[config.mk]
export PLATFORM = sky130hd
export DESIGN_NAME = led_mmio_port
export DESIGN_NICKNAME = d
export VERILOG_FILES = /design/src/rtl/led_mmio_port.sv
export SDC_FILE = /design/constraint.sdc
export NUM_CORES = 1
export LEC_CHECK = 0
export BUFFER_PORTS_ARGS = -buffer_cell sky130_fd_sc_hd__buf_4
export CAP_MARGIN = 10
export CORE_MARGIN = 2
export CORE_UTILIZATION = 44
export CTS_CLUSTER_DIAMETER = 50
export CTS_CLUSTER_SIZE = 14
export DETAILED_ROUTE_END_ITERATION = 10
export PLACE_DENSITY = 0.94
export REMOVE_ABC_BUFFERS = 1
export SLEW_MARGIN = 25
export SYNTH_ARGS = -nofsm -noshare
export SYNTH_HDL_FRONTEND = slang
export SYNTH_SLANG_ARGS = --single-unit
[constraint.sdc]
create_clock -name iwClk -period 5.65 [get_ports iwClk]
set_clock_uncertainty 0.15 [all_clocks]
set_input_delay 0.8475 -clock iwClk [delete_from_list [all_inputs] [get_ports iwClk]]
set_output_delay 0.8475 -clock iwClk [all_outputs]
set_load 0.01 [all_outputs]
[src/rtl/led_mmio_port.sv]
// ============================================================================
// led_mmio_port
//
// Memory-mapped LED control port. It snoops the core write bus that feeds
// memory. It captures writes aimed at one word address into a control
// register, and drives eight LEDs through a PWM dimmer and an optional blinker.
//
// Control register layout:
//   [7:0]   pattern      LED on/off mask
//   [15:8]  duty         PWM duty (low pPwmBits bits are used)
//   [16]    blink enable (only with LED_MMIO_BLINK_EN)
//   [28:24] blink select (only with LED_MMIO_BLINK_EN)
//   All other bits read as 0.
//
// Optional feature macro: LED_MMIO_BLINK_EN
//   When defined, this adds a 32-bit free-running blink counter.
//   The LEDs are gated by counter bit [blink select] while blink enable is set.
//   When undefined, the blink bits are not writable and blinking is off.
//
// Parameters:
//   pLedAddr  word address of the control register (bits [1:0] ignored)
//   pPwmBits  PWM counter / duty width, 2..8
//
// Ports:
//   iwClk        clock, rising edge
//   iwRst        synchronous active-high reset
//   iwWriteAddr  core write address (byte address)
//   iwWriteData  core write data
//   iwWstrb      byte write strobes, nonzero = write this cycle
//   owLed        registered LED drive, 1 = lit
//   owRegData    current control register value
//   owWriteHit   one-cycle pulse following each accepted register write
// ============================================================================
module led_mmio_port #(
    parameter logic [31:0] pLedAddr = 32'h0000_0FFC,
    parameter int          pPwmBits = 8
) (
    input  logic        iwClk,
    input  logic        iwRst,
    input  logic [31:0] iwWriteAddr,
    input  logic [31:0] iwWriteData,
    input  logic [3:0]  iwWstrb,
    output logic [7:0]  owLed,
    output logic [31:0] owRegData,
    output logic        owWriteHit
);

    localparam logic [31:0] RESET_VAL = 32'h0000_FF00;

    // Only these bits hold state; the rest are forced to zero on every write.
`ifdef LED_MMIO_BLINK_EN
    localparam logic [31:0] WR_MASK = 32'h1F01_FFFF;
`else
    localparam logic [31:0] WR_MASK = 32'h0000_FFFF;
`endif

    localparam logic [pPwmBits-1:0] PWM_ONE = {{(pPwmBits-1){1'b0}}, 1'b1};

    logic [31:0]         reg_q;
    logic [31:0]         reg_d;
    logic                hit_q;
    logic [7:0]          led_q;
    logic [7:0]          led_d;
    logic [pPwmBits-1:0] pwm_cnt_q;
    logic                write_hit;
    logic [pPwmBits-1:0] duty;
    logic                pwm_on;
    logic                blink_on;

    // Address match ignores the byte offset inside the word.
    assign write_hit = (iwWstrb != 4'b0000) && (iwWriteAddr[31:2] == pLedAddr[31:2]);

    // Byte-lane merge: strobed lanes take masked write data, others hold.
    generate
        for (genvar gi = 0; gi < 4; gi++) begin : g_lane
            assign reg_d[8*gi +: 8] = (write_hit && iwWstrb[gi])
                                    ? (iwWriteData[8*gi +: 8] & WR_MASK[8*gi +: 8])
                                    : reg_q[8*gi +: 8];
        end
    endgenerate

    assign duty = reg_q[8 +: pPwmBits];

    // An all-ones duty would leave one dark slot per period with a plain
    // compare, so it is treated as fully on. Duty 0 never satisfies cnt < 0.
    assign pwm_on = (&duty) || (pwm_cnt_q < duty);

`ifdef LED_MMIO_BLINK_EN
    logic [31:0] blink_cnt_q;

    assign blink_on = !reg_q[16] || blink_cnt_q[reg_q[28:24]];

    always_ff @(posedge iwClk) begin
        if (iwRst) begin
            blink_cnt_q <= 32'd0;
        end else begin
            blink_cnt_q <= blink_cnt_q + 32'd1;
        end
    end
`else
    assign blink_on = 1'b1;
`endif

    assign led_d = reg_q[7:0] & {8{pwm_on && blink_on}};

    always_ff @(posedge iwClk) begin
        if (iwRst) begin
            reg_q     <= RESET_VAL;
            hit_q     <= 1'b0;
            led_q     <= 8'h00;
            pwm_cnt_q <= '0;
        end else begin
            reg_q     <= reg_d;
            hit_q     <= write_hit;
            led_q     <= led_d;
            pwm_cnt_q <= pwm_cnt_q + PWM_ONE;
        end
    end

    assign owLed      = led_q;
    assign owRegData  = reg_q;
    assign owWriteHit = hit_q;

endmodule

==> metrics.txt <==
setup repair after global routing missed its margin false; HPWL reported at the end of detailed placement 2.78 mm; worst reg2reg path depth 5; type of destination of the critical path register; cell depth of the worst hold path 1; initial antenna violation count 0; reg2reg setup slack 3.59 ns; Top Family by Delay on Critical Path simple AND/OR/NAND/NOR gates; count of antenna-violating nets left after detailed routing 0; area of the die 4260 um^2; area of the core 3630 um^2; capture endpoint of the worst hold path pwm_cnt_q[0]; biggest cell delay along the critical path 0.53 ns; worst IR drop on VDD 116 uV; fraction of final layout cells sized beyond drive strength 1 35.0%; worst hold slack across all endpoints 0.320 ns; TritonCTS clock tree done; post-CTS clock slew at the launch and capture registers of the worst setup and hold paths 0.07 ns; first-pass GRT wire length 5.85 mm; # IOs 111; chip width 65.3 um; DRC violations left 0; run status finished clean; total number of placement rows 22; startpoint kind of the worst setup timing path primary input; clock root buffer master sky130_fd_sc_hd__clkbuf_8; initial standard-cell utilization of the core between 40 and 50%; Routed wire per std cell 11.6 um; area growth from synthesis to layout 38.6%; CTS Hold Bufs 0; Power Density approximately 200 nW/um^2; Post-Route WL 3.50 mm; Leak 1.21 nW; min-delay worst type reg2reg; Least-Margin Pin Slew 0.918 ns; reg-to-reg critical path startpoint owRegData[15]; proportion of synthesized chip area in sequential cells around 40%; number of endpoints with negative hold slack in the final report 0; count of endpoints failing setup in the final report 0; Critical Path AT 2.33 ns; type of the setup path with the least slack in2reg; vertical die dimension 65.3 um; total of cells resized after clock tree synthesis 0; number of pins with negative max-slew slack in the final report 0; Filler Cells Inserted 335; H-tree depth reported by CTS 2; startpoint of the most critical setup path iwWriteAddr[17]; worst-path fanout max 8; weighted congestion reported at the end of routability-driven placement about 0.76; slowest stage cell, crit path sky130_fd_sc_hd__or4_4; number of global-route vias before repair 1307; Setup TNS Final 0 ns; achievable clock frequency 0.433 GHz; first-iteration detailed-routing DRC count 37; count of state elements after synthesis 33; count of synthesis-stage warnings from yosys 0; worst slew margin relative to its limit 38.3%; vias 1409; largest net degree at the start of global routing between 40 and 50; cell breakdown of the critical path buf_4 > or4_4 > nor4_4 > nand3_4 > mux2i_1; deepest clock path buffer count 2; Via-to-Cell Ratio between 4 and 5; clock latency at the later pin of the worst-skew pair 0.28 ns; count of clock tree sinks 33; Req. time, crit path 5.67 ns; destination of the worst register-to-register timing path owLed[0]; period utilisation layout 40.9%; total buffers and inverters traversed by the critical path 1; syn avg cell area 9.44 um^2; post-layout instance area 2290 um^2; startpoint of the lowest-slack hold path pwm_cnt_q[0]; placed cell area 2200 um^2; Overflow after GRT 0; Diodes inserted 0; Synth cell types 30; clock buffer count from CTS 5; max_cap viols 0; post-synthesis instance area roughly 1700 um^2; buffers added on ports 76; number of nets in the layout 331; Global Route Usage Sum about 18%; Gate Count Post-Synth 175; Post-CTS Repair Setup Buffers 0; crit path time final 2.31 ns; number of detailed-routing iterations run before antenna repair 4
==> area by class of cell <==
type / instances / area [um^2] / area share (%)
Multi-Input combinational cell: 129 / 882 / 38.5
Sequential cell: 33 / 661 / 28.9
Timing Repair Buffer: 76 / 571 / 24.9
Clock buffer: 5 / 68.8 / 3.01
Tap cell: 48 / 60.1 / 2.62
Inverter: 8 / 30.0 / 1.31
Clock inverter: 3 / 17.5 / 0.765
==> synth_stat cells (all sizes together) <==
library cell	number	area share, %
dfxtp	33	40
nor2	26	5.9
nand2b	17	6.4
buf	16	7.3
mux2i	16	9.7
a211oi	8	3.6
ha	8	6.1
inv	8	1.8
nand3	7	3.6
a21oi	4	1.2
clkbuf	4	0.91
xor2	4	2.1
nand2	3	0.68
or4	3	1.8
and3	2	0.76
and4	2	1.1
nand4	2	0.76
nor4	2	1.7
xnor2	2	1.1
a2bb2oi	1	0.53
conb	1	0.23
nand4b	1	0.53
nand4bb	1	0.68
nor2b	1	0.38
nor3	1	0.30
nor4b	1	0.53
o21ai	1	0.30
==> stage by stage <==
stage / utilization [%] / setup WS [ns] / power [mW] / cells
after floorplan: - / 3.24 / 0.256 / 170
after global placement: 60.6 / 3.04 / 0.287 / 294
after detailed placement: 60.6 / 3.01 / 0.288 / 294
after CTS: 63.0 / 3.32 / 0.460 / 302
after global routing: 63.0 / 3.23 / 0.475 / 302
final: 63.0 / 3.34 / 0.455 / 302
==> worst register-to-register path, stage by stage (launching register included) <==
cell	delay [ns]
sky130_fd_sc_hd__dfxtp_1	0.37
sky130_fd_sc_hd__inv_1	0.08
sky130_fd_sc_hd__ha_1	0.30
sky130_fd_sc_hd__nand2_1	0.07
sky130_fd_sc_hd__nor3_1	0.74
sky130_fd_sc_hd__a211oi_1	0.18
==> kinds of logic after synthesis <==
family                     count (synthesis)  synth area share (%)
AOI/OAI and AO/OA                         14                  5.68
xor gates and xnor gates                   6                  3.18
adders and majority gates                  8                  6.06
buffers and inverters                     28                  10.0
DFF                                       33                  40.0
muxes                                     16                  9.70
other                                      1                 0.227
and+or+nand+nor                           69                  25.2
==> registers in the layout, summed over array words and instances (netlist names) <==
| register | flops |
|---|---|
| owLed | 8 |
| owRegData | 16 |
| owWriteHit | 1 |
| pwm_cnt_q | 8 |
==> metal layers <==
| layer | routed length (um) | global-route usage (%) | vias to the layer above | part of all wire, % |
|---|---|---|---|---|
| li1 | - | - | 723 | - |
| met1 | 1430 | 19.6 | 638 | 41 |
| met2 | 1820 | 32.3 | 45 | 52 |
| met3 | 230 | 6.68 | 3 | 6.6 |
| met4 | 21 | 4.17 | 0 | 0.60 |
| met5 | 0 | 0 | - | 0 |
==> placed cells by master (no fill, tap or decap) <==
master                       netlist  layout
sky130_fd_sc_hd__buf_4            16      76
sky130_fd_sc_hd__dfxtp_1          33      33
sky130_fd_sc_hd__nor2_1           26      26
sky130_fd_sc_hd__nand2b_1         17      17
sky130_fd_sc_hd__mux2i_1          16      16
sky130_fd_sc_hd__conb_1            1      16
sky130_fd_sc_hd__inv_1             8       8
sky130_fd_sc_hd__a211oi_1          8       8
sky130_fd_sc_hd__ha_1              8       8
sky130_fd_sc_hd__nand3_1           5       5
sky130_fd_sc_hd__clkbuf_8          0       5
sky130_fd_sc_hd__a21oi_1           4       4
sky130_fd_sc_hd__xor2_1            4       4
sky130_fd_sc_hd__nand2_1           3       3
sky130_fd_sc_hd__nand4_1           2       2
sky130_fd_sc_hd__and3_1            2       2
sky130_fd_sc_hd__xnor2_1           2       2
sky130_fd_sc_hd__and4_1            2       2
sky130_fd_sc_hd__or4_4             2       2
sky130_fd_sc_hd__nand3_4           2       2
sky130_fd_sc_hd__clkinv_2          0       2
sky130_fd_sc_hd__nor3_1            1       1
sky130_fd_sc_hd__o21ai_1           1       1
sky130_fd_sc_hd__a2bb2oi_1         1       1
sky130_fd_sc_hd__nor2b_1           1       1
sky130_fd_sc_hd__nor4b_1           1       1
sky130_fd_sc_hd__nor4_1            1       1
sky130_fd_sc_hd__nand4b_1          1       1
sky130_fd_sc_hd__nand4bb_1         1       1
sky130_fd_sc_hd__nor4_4            1       1
sky130_fd_sc_hd__or4_1             1       1
sky130_fd_sc_hd__clkinvlp_4        0       1
==> worst max-delay path by stage <==
stage	end	slack, ns	cells after the start
floorplan	owRegData[0]	3.24	4
global placement	owRegData[5]	3.04	5
finish	owRegData[1]	3.34	5
CTS	owRegData[1]	3.32	5
global route	owRegData[2]	3.23	5
detailed placement	owRegData[1]	3.01	5
==> report_power, final <==
group          switching (mW)  internal [mW]
sequential            0.00178          0.234
combinational          0.0174         0.0291
clock                  0.0872         0.0849
No activity file was read; power rests on OpenSTA's default activity.
